$ cat src/rtl/fifo_pkg.sv
// Shared defaults and pointer helpers for the single-clock FIFO.
// Used by async_fifo and fifo_mem.
package fifo_pkg;

    localparam int DSIZE_DEF = 8;
    localparam int ASIZE_DEF = 4;

    // Full: pointers agree on the address bits but differ in the wrap bit.
    function automatic logic ptr_full(input logic [31:0] wptr, input logic [31:0] rptr,
                                      input int asize);
        logic [31:0] diff;
        diff = (wptr ^ rptr) & ((32'd2 << asize) - 32'd1);
        return diff == (32'd1 << asize);
    endfunction

endpackage

$ cat src/rtl/fifo_mem.sv
// 2^ASIZE x DSIZE register array: synchronous write port, registered read port.
// Array contents are not reset; only the read register is.
module fifo_mem
    import fifo_pkg::*;
#(
    parameter int DSIZE = DSIZE_DEF,
    parameter int ASIZE = ASIZE_DEF
) (
    input  logic             clk,
    input  logic             rst_n,
    input  logic             wr_en,
    input  logic [ASIZE-1:0] waddr,
    input  logic [DSIZE-1:0] wdata,
    input  logic             rd_en,
    input  logic [ASIZE-1:0] raddr,
    output logic [DSIZE-1:0] rdata
);

    localparam int DEPTH = 1 << ASIZE;

    logic [DSIZE-1:0] mem_q [DEPTH];
    logic [DSIZE-1:0] mem_d [DEPTH];
    logic [DSIZE-1:0] rdata_q;
    logic [DSIZE-1:0] rdata_d;

    always_comb begin
        mem_d = mem_q;
        if (wr_en) begin
            mem_d[waddr] = wdata;
        end
    end

    always_comb begin
        rdata_d = rdata_q;
        if (rd_en) begin
            rdata_d = mem_q[raddr];
        end
    end

    always_ff @(posedge clk) begin
        mem_q <= mem_d;
    end

    always_ff @(posedge clk or negedge rst_n) begin
        if (!rst_n) begin
            rdata_q <= '0;
        end else begin
            rdata_q <= rdata_d;
        end
    end

    assign rdata = rdata_q;

endmodule

$ cat src/rtl/async_fifo.sv
// Single-clock FIFO with asynchronous active-low reset, registered read data and
// one-cycle overflow/underflow pulses. FIFO_ASYNC_FORMAL_EN compiles in properties.
module async_fifo
    import fifo_pkg::*;
#(
    parameter int DSIZE = DSIZE_DEF,
    parameter int ASIZE = ASIZE_DEF
) (
    input  logic             i_clk,
    input  logic             i_rstn,
    input  logic             i_wr,
    input  logic [DSIZE-1:0] i_wdata,
    input  logic             i_rd,
    output logic [DSIZE-1:0] o_rdata,
    output logic             o_wfull,
    output logic             o_rempty,
    output logic             o_overflow,
    output logic             o_underflow
);

    localparam int PW = ASIZE + 1;

    logic [PW-1:0] wptr_q, wptr_d;
    logic [PW-1:0] rptr_q, rptr_d;
    logic          wfull_q, wfull_d;
    logic          rempty_q, rempty_d;
    logic          overflow_q, overflow_d;
    logic          underflow_q, underflow_d;
    logic          wr_ok, rd_ok;

    assign wr_ok = i_wr && !wfull_q;
    assign rd_ok = i_rd && !rempty_q;

    // Flags are derived from next-state pointers so they are exact one cycle after the access.
    always_comb begin
        wptr_d      = wptr_q + PW'(wr_ok);
        rptr_d      = rptr_q + PW'(rd_ok);
        rempty_d    = (wptr_d == rptr_d);
        wfull_d     = ptr_full(32'(wptr_d), 32'(rptr_d), ASIZE);
        overflow_d  = i_wr && wfull_q;
        underflow_d = i_rd && rempty_q;
    end

    always_ff @(posedge i_clk or negedge i_rstn) begin
        if (!i_rstn) begin
            wptr_q      <= '0;
            rptr_q      <= '0;
            wfull_q     <= 1'b0;
            rempty_q    <= 1'b1;
            overflow_q  <= 1'b0;
            underflow_q <= 1'b0;
        end else begin
            wptr_q      <= wptr_d;
            rptr_q      <= rptr_d;
            wfull_q     <= wfull_d;
            rempty_q    <= rempty_d;
            overflow_q  <= overflow_d;
            underflow_q <= underflow_d;
        end
    end

    fifo_mem #(
        .DSIZE (DSIZE),
        .ASIZE (ASIZE)
    ) u_mem (
        .clk   (i_clk),
        .rst_n (i_rstn),
        .wr_en (wr_ok),
        .waddr (wptr_q[ASIZE-1:0]),
        .wdata (i_wdata),
        .rd_en (rd_ok),
        .raddr (rptr_q[ASIZE-1:0]),
        .rdata (o_rdata)
    );

    assign o_wfull     = wfull_q;
    assign o_rempty    = rempty_q;
    assign o_overflow  = overflow_q;
    assign o_underflow = underflow_q;

`ifdef FIFO_ASYNC_FORMAL_EN
    localparam logic [ASIZE-1:0] TRK_ADDR = '0;

    // Tracks the first word written to TRK_ADDR and the number of words queued ahead of it.
    logic             trk_armed_q, trk_chk_q;
    logic [DSIZE-1:0] trk_data_q;
    logic [PW-1:0]    trk_ahead_q;

    always_ff @(posedge i_clk or negedge i_rstn) begin
        if (!i_rstn) begin
            trk_armed_q <= 1'b0;
            trk_chk_q   <= 1'b0;
            trk_data_q  <= '0;
            trk_ahead_q <= '0;
        end else begin
            trk_chk_q <= 1'b0;
            if (!trk_armed_q && wr_ok && wptr_q[ASIZE-1:0] == TRK_ADDR) begin
                trk_armed_q <= 1'b1;
                trk_data_q  <= i_wdata;
                trk_ahead_q <= wptr_q - rptr_q - PW'(rd_ok);
            end else if (trk_armed_q && rd_ok) begin
                if (trk_ahead_q == '0) begin
                    trk_armed_q <= 1'b0;
                    trk_chk_q   <= 1'b1;
                end else begin
                    trk_ahead_q <= trk_ahead_q - PW'(1);
                end
            end
        end
    end

    a_flags_mutex: assert property (@(posedge i_clk) disable iff (!i_rstn)
        !(o_wfull && o_rempty));
    a_occupancy: assert property (@(posedge i_clk) disable iff (!i_rstn)
        (wptr_q - rptr_q) <= PW'(1 << ASIZE));
    a_track_data: assert property (@(posedge i_clk) disable iff (!i_rstn)
        trk_chk_q |-> (o_rdata == trk_data_q));
    a_wr_reject: assert property (@(posedge i_clk) disable iff (!i_rstn)
        (i_wr && o_wfull) |=> (wptr_q == $past(wptr_q)));
    a_rd_reject: assert property (@(posedge i_clk) disable iff (!i_rstn)
        (i_rd && o_rempty) |=> (rptr_q == $past(rptr_q)));
    c_full: cover property (@(posedge i_clk) disable iff (!i_rstn) o_wfull);
    c_full_to_empty: cover property (@(posedge i_clk) disable iff (!i_rstn)
        o_wfull ##[1:$] o_rempty);
`endif

endmodule

$ cat config.mk
export PLATFORM = sky130hd
export DESIGN_NAME = async_fifo
export DESIGN_NICKNAME = d
export VERILOG_FILES = /design/src/rtl/fifo_pkg.sv /design/src/rtl/fifo_mem.sv /design/src/rtl/async_fifo.sv
export SDC_FILE = /design/constraint.sdc
export NUM_CORES = 1
export LEC_CHECK = 0
export BUFFER_PORTS_ARGS = -buffer_cell sky130_fd_sc_hd__buf_2
export CAP_MARGIN = 20
export CORE_MARGIN = 2
export CORE_UTILIZATION = 55
export CTS_CLUSTER_DIAMETER = 100
export DETAILED_ROUTE_END_ITERATION = 12
export PLACE_DENSITY = 0.75
export SKIP_LAST_GASP = 1
export SYNTH_ARGS = -nofsm -noshare
export SYNTH_HDL_FRONTEND = slang
export SYNTH_SLANG_ARGS = --single-unit
$ cat constraint.sdc
create_clock -name i_clk -period 2.3 [get_ports i_clk]
set_clock_uncertainty 0.2 [all_clocks]
set_input_delay 0.345 -clock i_clk [delete_from_list [all_inputs] [get_ports i_clk]]
set_output_delay 0.345 -clock i_clk [all_outputs]
set_load 0.01 [all_outputs]
==> impl_table.tex, run 1 <==
\begin{tabular}{lr}
\hline
Metric & Value \\
\hline
\multicolumn{2}{l}{\textbf{Setup path}} \\
Worst-path maximum fanout & 4 \\
Kind of capture point of the worst setup path & register \\
Critical path arrival & 2390 ps \\
Worst Path Required & 2530 ps \\
Path type of the worst setup path & reg2reg \\
Worst Setup Start Kind & register \\
\multicolumn{2}{l}{\textbf{Place}} \\
Global placer's final weighted congestion & about 0.81 \\
PortBufs & 23 \\
Estimated wirelength of the detail-placed design & about 7500 µm \\
\multicolumn{2}{l}{\textbf{STA}} \\
Min Tclk post-route & roughly 2200 ps \\
Final worst path period share & a little over nine tenths \\
Highest Clock Rate & between 400 and 500 MHz \\
Final setup fails & 0 \\
Relative max-transition margin & 62.4\% \\
Fin. Hold Viols & 0 \\
Setup TNS & 0 ps \\
Actual slew at the worst max-slew pin & approximately 560 ps \\
Unrepaired setup endpoints after global routing & false \\
Max-slew violation count & 0 \\
\multicolumn{2}{l}{\textbf{Global routing}} \\
Number of antenna violations at the first check in global routing & 0 \\
Pin count of the biggest net entering global routing & 65 \\
Number of global-route vias before repair & around 3,200 \\
Residual overflow from global routing & 0 \\
Global-route wire length before repair & about 18,000 µm \\
GRT Overall Usage & about 22\% \\
\multicolumn{2}{l}{\textbf{Synth}} \\
Post-Syn Instances & between 300 and 400 \\
FFs w/ async S/R, synth & 14.7\% \\
Warnings, synthesis & 0 \\
Primary flip-flop cell chosen by synthesis mapping & sky130\_fd\_sc\_hd\_\_edfxtp\_1 \\
Most instantiated library cell after synthesis & sky130\_fd\_sc\_hd\_\_edfxtp\_1 \\
Area share of the leading cell type in the synthesized netlist & 63.5\% \\
Nets in the synthesized netlist & slightly below 400 \\
Sequential fraction of the synthesis area & 72.6\% \\
Most frequent cells after synthesis & sky130\_fd\_sc\_hd\_\_edfxtp\_1, sky130\_fd\_sc\_hd\_\_mux2i\_1, sky130\_fd\_sc\_hd\_\_nand2\_1, sky130\_fd\_sc\_hd\_\_a22oi\_1, sky130\_fd\_sc\_hd\_\_nand3\_1 \\
Dominant cell type by area after synthesis & sky130\_fd\_sc\_hd\_\_edfxtp\_1 \\
Number of storage elements in the synthesis netlist & 150 \\
Average footprint of a synthesized cell & 16.1 µm² \\
Number of flops mapped to enable cells by yosys & 128 \\
Distinct cells, synth & 40 \\
Most area-consuming cells after synthesis & sky130\_fd\_sc\_hd\_\_edfxtp\_1, sky130\_fd\_sc\_hd\_\_mux2i\_1, sky130\_fd\_sc\_hd\_\_dfrtp\_1, sky130\_fd\_sc\_hd\_\_a22oi\_1, sky130\_fd\_sc\_hd\_\_nand3\_1 \\
Combined area of all synthesized cells & slightly above 6000 µm² \\
\multicolumn{2}{l}{\textbf{Layout}} \\
Net total in the final layout & 439 \\
\# diodes & 0 \\
Share of post-route cells with drive strength above 1 & between 15 and 20\% \\
Area growth, synth to finish & 16.9\% \\
Post-layout utilization of the core & $\sim$66\% \\
Number of filler cells placed in the layout & $\sim$740 \\
\multicolumn{2}{l}{\textbf{Route}} \\
Routed wire length per instance & between 20 and 25 µm \\
Total Wirelength & 11,900 µm \\
First-iteration detailed-routing DRC count & approximately 400 \\
DRC Markers & 0 \\
Number of antenna-violating nets in the routed design & 0 \\
Drt via density & roughly 5.7 \\
Number of iterations in the first detailed-routing pass & 5 \\
Vias after detailed routing & between 3,000 and 4,000 \\
\multicolumn{2}{l}{\textbf{Power and ir drop}} \\
Total leakage power & about 2.7 nW \\
Power density normalized to cell area & $\sim$1300 nW/µm² \\
Peak supply drop & a little under 900 µV \\
\multicolumn{2}{l}{\textbf{Clock network}} \\
Number of clock sinks seen by CTS & 150 \\
Root buffer cell & sky130\_fd\_sc\_hd\_\_clkbuf\_8 \\
Clock input transition at the sequential cells of the worst setup and hold paths & around 60 ps \\
Max Buffers Root-to-Sink & 2 \\
Clk\_lat worst skew & between 500 and 600 ps \\
H-tree depth & 4 \\
Post-CTS Setup Repair Bufs & 0 \\
Clock tree from TritonCTS & done \\
Number of buffers added by the clock tree synthesis step & 17 \\
\multicolumn{2}{l}{\textbf{Floorplanning}} \\
Effective utilization at floorplan & 56.1\% \\
Total number of placement rows & 38 \\
I/O pins & 24 \\
Core footprint & 10,800 µm² \\
Die X-Extent & $\sim$110 µm \\
Vert. Die Dim & roughly 110 µm \\
Area of the die & $\sim$12,000 µm² \\
\multicolumn{2}{l}{\textbf{Run status}} \\
Result of the run & completed \\
\multicolumn{2}{l}{\textbf{Hold path}} \\
Worst hold path type & in2reg \\
\multicolumn{2}{l}{\textbf{Job}} \\
Number of max-cap violations & 0 \\
\hline
\end{tabular}
-- sequential cells by signal, indices dropped and copies added, names as in the netlist --
signal       count
wptr_q           5
o_rempty         1
o_underflow      1
o_overflow       1
rptr_q           5
u_mem.mem_q    128
u_mem.rdata      8
o_wfull          1
-- stage by stage --
step                cell area [µm²]  worst slack (ps)  cells  hold slack, ps  power [mW]
CTS                            7080               119    577            18.9        9.03
finish                         7080               143    577            40.0        8.98
global route                   7080              10.8    577            25.1        9.39
floorplan                      6060              51.5    376            -151        5.50
detailed placement             6420               146    541             154        6.24
global placement               6420               237    541             145        6.14
-- power breakdown --
part | leakage, nW | switching [mW] | internal [mW]
Clock | 0.293 | 1.03 | 1.76
Sequential | 1.42 | 0.286 | 3.37
Combinational | 0.967 | 1.46 | 1.07
-- final cells by class --
class	count	area (µm²)	share of cell area (%)
clock buffers	23	509	7.19
clock inverters	9	113	1.59
inverters	6	22.5	0.318
multi-input cells	201	1540	21.7
flip-flops and latches	150	4400	62.1
well taps	140	175	2.47
repair buffers	48	325	4.59
-- repair_timing --
action	in CTS	in global routing
hold endpoints to repair	33	0
hold buffers	4	0
resized for setup	0	0
-- cell usage in the layout, fill, tap and decap left out, types with 3 or more instances in the layout --
| cell type | Yosys | layout |
|---|---|---|
| sky130_fd_sc_hd__nand2b_1 | 4 | 4 |
| sky130_fd_sc_hd__nand2_1 | 25 | 25 |
| sky130_fd_sc_hd__nand3_1 | 22 | 22 |
| sky130_fd_sc_hd__inv_1 | 6 | 6 |
| sky130_fd_sc_hd__mux2i_1 | 64 | 64 |
| sky130_fd_sc_hd__xor2_1 | 3 | 3 |
| sky130_fd_sc_hd__buf_2 | 10 | 23 |
| sky130_fd_sc_hd__clkbuf_8 | 0 | 4 |
| sky130_fd_sc_hd__clkbuf_16 | 0 | 18 |
| sky130_fd_sc_hd__xnor2_1 | 3 | 3 |
| sky130_fd_sc_hd__nand4_1 | 6 | 6 |
| sky130_fd_sc_hd__and2_1 | 3 | 3 |
| sky130_fd_sc_hd__edfxtp_1 | 128 | 128 |
| sky130_fd_sc_hd__a21oi_1 | 5 | 5 |
| sky130_fd_sc_hd__nor2_1 | 12 | 12 |
| sky130_fd_sc_hd__dlygate4sd3_1 | 0 | 4 |
| sky130_fd_sc_hd__nor3_1 | 6 | 6 |
| sky130_fd_sc_hd__dfrtp_1 | 21 | 20 |
| sky130_fd_sc_hd__a22oi_1 | 24 | 24 |
| sky130_fd_sc_hd__buf_4 | 4 | 20 |
| sky130_fd_sc_hd__ha_1 | 3 | 3 |
| sky130_fd_sc_hd__clkinvlp_4 | 0 | 4 |
-- cell families (layout without fill, tap and decap cells) --
kind of cell / count (synthesis) / in the layout / synth area share, %
flops: 150 / 150 / 72.6
compound gates: 34 / 34 / 4.01
mux: 64 / 64 / 10.6
buf+inv: 25 / 86 / 2.13
xor+xnor: 8 / 8 / 1.69
simple gates: 92 / 92 / 8.39
fa+ha+maj: 3 / 3 / 0.620
-- per-layer routing --
metal	vias up	track usage, %	part of all wire (%)
met5	-	0	0
met4	0	9.62	2.1
met3	19	5.32	5.6
met2	108	35.3	50
met1	1653	29.2	42
li1	1536	-	-
-- path summary, 6_finish.rpt --
| path | startpoint | endpoint | slack [ps] | cells past startpoint |
|---|---|---|---|---|
| max | o_rempty | o_wfull | 140 | 7 |
| min | i_wdata[7] | u_mem.mem_q[103] | 40 | 1 |
| max reg2reg | o_rempty | o_wfull | 140 | 7 |
| min reg2reg | u_mem.rdata[4] | u_mem.rdata[4] | 270 | 2 |
| max in group asynchronous | i_rstn | rptr_q[0] | 1340 | 2 |
| min in group asynchronous | i_rstn | o_wfull | 140 | 2 |
-- critical path, stage by stage (launching register included) --
cell                        delay, ps
sky130_fd_sc_hd__dfstp_2          540
sky130_fd_sc_hd__nand2b_1         120
sky130_fd_sc_hd__inv_1             60
sky130_fd_sc_hd__ha_1             230
sky130_fd_sc_hd__xor2_4           150
sky130_fd_sc_hd__xnor3_1          250
sky130_fd_sc_hd__nand4bb_4        220
sky130_fd_sc_hd__nor4b_2          280
Note: power is estimated with default switching activity, not from simulation.
==> run 2: changes to the inputs <==
- BUFFER_PORTS_ARGS: -buffer_cell sky130_fd_sc_hd__buf_2 -> unset
- CORE_UTILIZATION: 55 -> 57
- DONT_BUFFER_PORTS: unset -> 1
==> run 2 against run 1 <==
  * Global-route usage rose by 2.5 points
  * Sequential cell count did not move
  * Design area up 0.18%
==> impl_table.tex, run 2 (synthesis results as in run 1) <==
\begin{tabular}{lr}
\hline
Metric & Value \\
\hline
\multicolumn{2}{l}{\textbf{Run status}} \\
Result of the run & completed \\
\multicolumn{2}{l}{\textbf{Setup path}} \\
Worst Path Required & roughly 2500 ps \\
Worst-path maximum fanout & 4 \\
Path type of the worst setup path & reg2reg \\
Worst Setup Start Kind & register \\
Minimum setup slack among reg-to-reg paths & $\sim$46 ps \\
Worst R2R Path Depth & 7 \\
Critical path arrival & about 2500 ps \\
Kind of capture point of the worst setup path & register \\
\multicolumn{2}{l}{\textbf{Power and ir drop}} \\
Final Total Pwr & slightly above 9 mW \\
Total leakage power & $\sim$2.6 nW \\
Power density normalized to cell area & 1280 nW/µm² \\
Peak supply drop & between 1000 and 1500 µV \\
\multicolumn{2}{l}{\textbf{Route}} \\
Routed wire length per instance & 23.2 µm \\
Met1 layer wirelength in the final routing & between 5000 and 6000 µm \\
First-iteration detailed-routing DRC count & between 300 and 400 \\
Total Wirelength & about 13,000 µm \\
Number of iterations in the first detailed-routing pass & 4 \\
Drt via density & roughly 6.1 \\
Vias after detailed routing & 3,414 \\
Top routing layer in use & met4 \\
Total length of routed met3 wires & 838 µm \\
DRC Markers & 0 \\
Detailed-routed wire length on met2 & $\sim$6600 µm \\
Number of antenna-violating nets in the routed design & 0 \\
\multicolumn{2}{l}{\textbf{Layout}} \\
Top library cells by usage in the layout, fill and taps aside & sky130\_fd\_sc\_hd\_\_edfxtp\_1, sky130\_fd\_sc\_hd\_\_mux2i\_1, sky130\_fd\_sc\_hd\_\_nand2\_1 \\
Area growth, synth to finish & 17.1\% \\
\# diodes & 0 \\
Post-layout utilization of the core & 68.7\% \\
Flip-flop count of the largest register, all copies and words added & 128 \\
Net total in the final layout & around 430 \\
Multi-input combinational cell area & 1570 µm² \\
Share of post-route cells with drive strength above 1 & approximately 16\% \\
Register Area & 4400 µm² \\
Most common cell after layout, fill and taps aside & sky130\_fd\_sc\_hd\_\_edfxtp\_1 \\
Register with the most flip-flops & u\_mem.mem\_q \\
Number of filler cells placed in the layout & 668 \\
\multicolumn{2}{l}{\textbf{Clock network}} \\
Clock tree from TritonCTS & done \\
Number of buffers added by the clock tree synthesis step & 17 \\
H-tree depth & 4 \\
Post-CTS Setup Repair Bufs & 0 \\
Max Buffers Root-to-Sink & 2 \\
Number of clock sinks seen by CTS & 150 \\
Clk\_lat worst skew & about 520 ps \\
Root buffer cell & sky130\_fd\_sc\_hd\_\_clkbuf\_8 \\
Clock input transition at the sequential cells of the worst setup and hold paths & approximately 60 ps \\
\multicolumn{2}{l}{\textbf{Hold path}} \\
Worst hold path type & in2async \\
\multicolumn{2}{l}{\textbf{STA}} \\
Min Tclk post-route & roughly 2300 ps \\
Final setup fails & 0 \\
Relative max-transition margin & 45.7\% \\
Highest Clock Rate & about 440 MHz \\
Max-slew violation count & 0 \\
Actual slew at the worst max-slew pin & $\sim$810 ps \\
Fin. Hold Viols & 0 \\
Final worst path period share & 98.0\% \\
\multicolumn{2}{l}{\textbf{Global routing}} \\
Global-route wire length before repair & $\sim$20,000 µm \\
Number of antenna violations at the first check in global routing & 0 \\
Number of global-route vias before repair & between 3,000 and 4,000 \\
GRT Overall Usage & 24.6\% \\
Pin count of the biggest net entering global routing & 65 \\
Residual overflow from global routing & 0 \\
\multicolumn{2}{l}{\textbf{Floorplanning}} \\
Die X-Extent & roughly 110 µm \\
Area of the die & around 11,000 µm² \\
Total number of placement rows & 37 \\
Core footprint & 10,300 µm² \\
Effective utilization at floorplan & roughly 59\% \\
Vert. Die Dim & $\sim$110 µm \\
I/O pins & 24 \\
\multicolumn{2}{l}{\textbf{Place}} \\
Global placer's final weighted congestion & $\sim$0.81 \\
Estimated wirelength of the detail-placed design & between 7000 and 8000 µm \\
PortBufs & 0 \\
\multicolumn{2}{l}{\textbf{Job}} \\
Number of max-cap violations & 0 \\
\hline
\end{tabular}
-- run 2: cell count changes in the layout (fill, tap and decap cells not counted), moves of 2 or more --
cell / previous run / this run
sky130_fd_sc_hd__buf_2: 23 / 0
sky130_fd_sc_hd__buf_4: 20 / 23
sky130_fd_sc_hd__clkbuf_16: 18 / 16
sky130_fd_sc_hd__clkinv_2: 1 / 3
sky130_fd_sc_hd__clkinvlp_4: 4 / 2
sky130_fd_sc_hd__dlygate4sd3_1: 4 / 11
sky130_fd_sc_hd__xor2_1: 3 / 1
sky130_fd_sc_hd__xor2_2: 0 / 2
-- run 2: routing by layer --
metal  track usage, %  vias up
met4             8.81        0
li1                 -     1513
met3             7.29       23
met2             39.5      128
met1             32.2     1750
met5                0        -
-- run 2: final cells by class --
class / instances / area share, %
clock inverter: 12 / 2.12
clock buffer: 20 / 6.28
sequential: 150 / 62.0
tap: 136 / 2.40
timing repair buffer: 37 / 4.71
multi-input combinational: 201 / 22.2
inverter: 6 / 0.317
-- run 2: through the flow --
stage,instance area [µm²],hold WS (ps),cells,setup slack [ps],TNS [ps]
floorplan,6060,-151,376,51.5,0
global placement,6320,-150,517,160,0
detailed placement,6320,-150,517,91.9,0
CTS,7050,26.1,561,42.4,0
global route,7090,48.4,562,-9.50,-9.50
finish,7090,46.1,562,46.0,0
-- run 2: worst max-delay path, cell delays in order (launching register included) --
cell and delay (ps):
sky130_fd_sc_hd__dfstp_2 580, sky130_fd_sc_hd__nand2b_1 140, sky130_fd_sc_hd__inv_1 60, sky130_fd_sc_hd__ha_1 240, sky130_fd_sc_hd__xor2_4 150, sky130_fd_sc_hd__xnor3_1 240
sky130_fd_sc_hd__nand4bb_4 250, sky130_fd_sc_hd__nor4b_4 300
-- run 2: path summary, 6_finish.rpt --
path | start | to
setup / recovery | o_rempty | o_wfull
max in group asynchronous | i_rstn | o_rempty
hold reg to reg | wptr_q[4] | wptr_q[4]
min in group i_clk | i_rd | u_mem.rdata[0]
hold / removal | i_rstn | rptr_q[0]
setup reg to reg | o_rempty | o_wfull
-- run 2: timing repair --
item	4_1_cts	5_1_grt
endpoints found under the setup margin	0	1
hold endpoints to repair	156	0
gates resized for setup	0	5
hold buffers	12	0
-- run 2: power breakdown --
part | total, mW | internal (mW) | switching (mW)
logic | 2.65 | 1.10 | 1.55
clock network | 2.74 | 1.71 | 1.03
registers | 3.70 | 3.37 | 0.325
total | 9.08 | 6.18 | 2.90
==> run 3: changes to the inputs <==
--- a/constraint.sdc
+++ b/constraint.sdc
@@ -4,2 +4,2 @@
 set_output_delay 0.345 -clock i_clk [all_outputs]
-set_load 0.01 [all_outputs]
+set_load 0.1 [all_outputs]
==> run 3 against run 2 <==
  * Critical path depth unchanged
  * Via count down 0.18%
  * First-iteration DRC count down 20%
  * Design area up 1.9%
  * Largest cell class unchanged
  * Clock power up 10%
  * Sequential cell count unchanged
  * Final cell count up 2.0%
  * Sequential share of layout area down 1.1 points
  * Highest routed layer unchanged
==> impl_table.tex, run 3 (synthesis results as in run 1) <==
\begin{tabular}{lr}
\hline
Metric & Value \\
\hline
\multicolumn{2}{l}{\textbf{Floorplanning}} \\
Total number of placement rows & 37 \\
Die X-Extent & 107 µm \\
Effective utilization at floorplan & slightly below 60\% \\
I/O pins & 24 \\
Vert. Die Dim & roughly 110 µm \\
Core footprint & between 10,000 and 15,000 µm² \\
Area of the die & 11,500 µm² \\
\multicolumn{2}{l}{\textbf{STA}} \\
Highest Clock Rate & between 400 and 500 MHz \\
Max-slew violation count & 0 \\
Relative max-transition margin & a little over half \\
Unrepaired setup endpoints after global routing & false \\
Setup TNS & 0 ps \\
Tightest hold margin & 45.7 ps \\
Fin. Hold Viols & 0 \\
Min Tclk post-route & 2160 ps \\
Final setup fails & 0 \\
Actual slew at the worst max-slew pin & $\sim$700 ps \\
Final worst path period share & a little over nine tenths \\
\multicolumn{2}{l}{\textbf{Power and ir drop}} \\
Total leakage power & $\sim$2.7 nW \\
Final Total Pwr & roughly 10 mW \\
Power density normalized to cell area & between 1000 and 1500 nW/µm² \\
Peak supply drop & 900 µV \\
\multicolumn{2}{l}{\textbf{Layout}} \\
\# diodes & 0 \\
Finished Layout Cells & between 500 and 600 \\
Net total in the final layout & 439 \\
Flip-flop count of the largest register, all copies and words added & $\sim$130 \\
Top library cells by usage in the layout, fill and taps aside & sky130\_fd\_sc\_hd\_\_edfxtp\_1, sky130\_fd\_sc\_hd\_\_mux2i\_1, sky130\_fd\_sc\_hd\_\_buf\_4 \\
Share of post-route cells with drive strength above 1 & 18.8\% \\
Register with the most flip-flops & u\_mem.mem\_q \\
Most common cell after layout, fill and taps aside & sky130\_fd\_sc\_hd\_\_edfxtp\_1 \\
Post-layout utilization of the core & a little over two thirds \\
Area growth, synth to finish & 19.4\% \\
\multicolumn{2}{l}{\textbf{Setup path}} \\
Worst Path Required & 2530 ps \\
Path type of the worst setup path & reg2reg \\
Worst-path maximum fanout & 4 \\
Critical path arrival & approximately 2400 ps \\
Worst Setup Start Kind & register \\
Cell Chain, Critical Path & nand2b\_4 > inv\_2 > ha\_2 > and3b\_1 > o211ai\_1 > nand4bb\_4 > nor4b\_2 \\
Slowest stage delay, CP & about 610 ps \\
Standard cell with the maximum stage delay on the critical path & sky130\_fd\_sc\_hd\_\_dfstp\_4 \\
Kind of capture point of the worst setup path & register \\
\multicolumn{2}{l}{\textbf{Route}} \\
DRC Markers & 0 \\
First-iteration detailed-routing DRC count & around 270 \\
Drt via density & 5.95 \\
Number of antenna-violating nets in the routed design & 0 \\
Routed wire length per instance & 21.7 µm \\
Vias after detailed routing & 3,408 \\
Total Wirelength & roughly 12,000 µm \\
Number of iterations in the first detailed-routing pass & 7 \\
\multicolumn{2}{l}{\textbf{Clock network}} \\
Number of clock sinks seen by CTS & 150 \\
Clock tree from TritonCTS & done \\
Resized cells post-CTS & 0 \\
Max Buffers Root-to-Sink & 2 \\
Post-CTS Setup Repair Bufs & 0 \\
Clk\_lat worst skew & approximately 520 ps \\
H-tree depth & 4 \\
Root buffer cell & sky130\_fd\_sc\_hd\_\_clkbuf\_8 \\
Number of buffers added by the clock tree synthesis step & 17 \\
Number of hold buffers added after cts & 12 \\
Clock input transition at the sequential cells of the worst setup and hold paths & 60 ps \\
\multicolumn{2}{l}{\textbf{Run status}} \\
Result of the run & completed \\
\multicolumn{2}{l}{\textbf{Global routing}} \\
Number of antenna violations at the first check in global routing & 0 \\
Pin count of the biggest net entering global routing & 39 \\
Residual overflow from global routing & 0 \\
Number of global-route vias before repair & $\sim$3,300 \\
GRT Overall Usage & between 20\% and 30\% \\
Global-route wire length before repair & 18,800 µm \\
\multicolumn{2}{l}{\textbf{Job}} \\
Number of max-cap violations & 0 \\
\multicolumn{2}{l}{\textbf{Hold path}} \\
Worst hold path type & in2async \\
\multicolumn{2}{l}{\textbf{Place}} \\
Global placer's final weighted congestion & 0.823 \\
Number of cells after detailed placement & 529 \\
Estimated wirelength of the detail-placed design & $\sim$7500 µm \\
PortBufs & 0 \\
\hline
\end{tabular}
## run 3: changes by cell type in the layout (fill, tap and decap cells not counted), moves of 2 or more
cell,delta
sky130_fd_sc_hd__bufinv_16,+3
sky130_fd_sc_hd__xor2_2,-2
sky130_fd_sc_hd__buf_4,+11
sky130_fd_sc_hd__clkbuf_8,-2
sky130_fd_sc_hd__xor2_1,+2
sky130_fd_sc_hd__clkbuf_1,+3
sky130_fd_sc_hd__clkinv_2,-3
## run 3: metal layers
metal	vias to the layer above	share of wire, %	GRT usage [%]
met3	22	6.1	5.47
met1	1713	40	30.3
met5	-	0	0
li1	1535	-	-
met2	138	51	37.4
met4	0	2.7	10.9
## run 3: report_power, final
part	switching, mW	leakage, nW	internal, mW	total [mW]
combinational	2.11	0.987	1.18	3.28
sequential	0.288	1.42	3.37	3.66
clock	1.03	0.307	1.99	3.02
total	3.42	2.72	6.54	9.96
## run 3: path summary, 6_finish.rpt
| path | start | endpoint | slack [ps] | cells after the start |
|---|---|---|---|---|
| min in group i_clk | i_rd | u_mem.rdata[6] | 110 | 4 |
| max reg2reg | o_rempty | o_wfull | 140 | 7 |
| min reg2reg | u_mem.rdata[6] | u_mem.rdata[6] | 290 | 2 |
| max | o_rempty | o_wfull | 140 | 7 |
| max in group asynchronous | i_rstn | o_rempty | 1630 | 2 |
| min | i_rstn | o_underflow | 50 | 2 |
## run 3: metrics by stage
| stage | instance area, µm² | setup slack (ps) |
|---|---|---|
| 2_1_floorplan | 6090 | -130 |
| 3_3_place_gp | 6450 | 221 |
| 3_5_place_dp | 6450 | 156 |
| 4_1_cts | 7230 | 120 |
| 5_1_grt | 7230 | 58.8 |
| 6_report | 7230 | 139 |
## run 3: critical path: cells and delay by family (launching register included)
kind	cells	cell delay, ps
flops	1	610
fa+ha+maj	1	190
buf+inv	1	50
compound gates	1	280
simple gates	4	730
## run 3: area by class of cell
type                       count  area, µm²
tap                          136        170
timing repair buffer          48        425
inverter                       6       22.5
multi-input combinational    201       1560
fill                         666       3100
clock buffer                  21        429
clock inverter                11        221
sequential                   150       4400
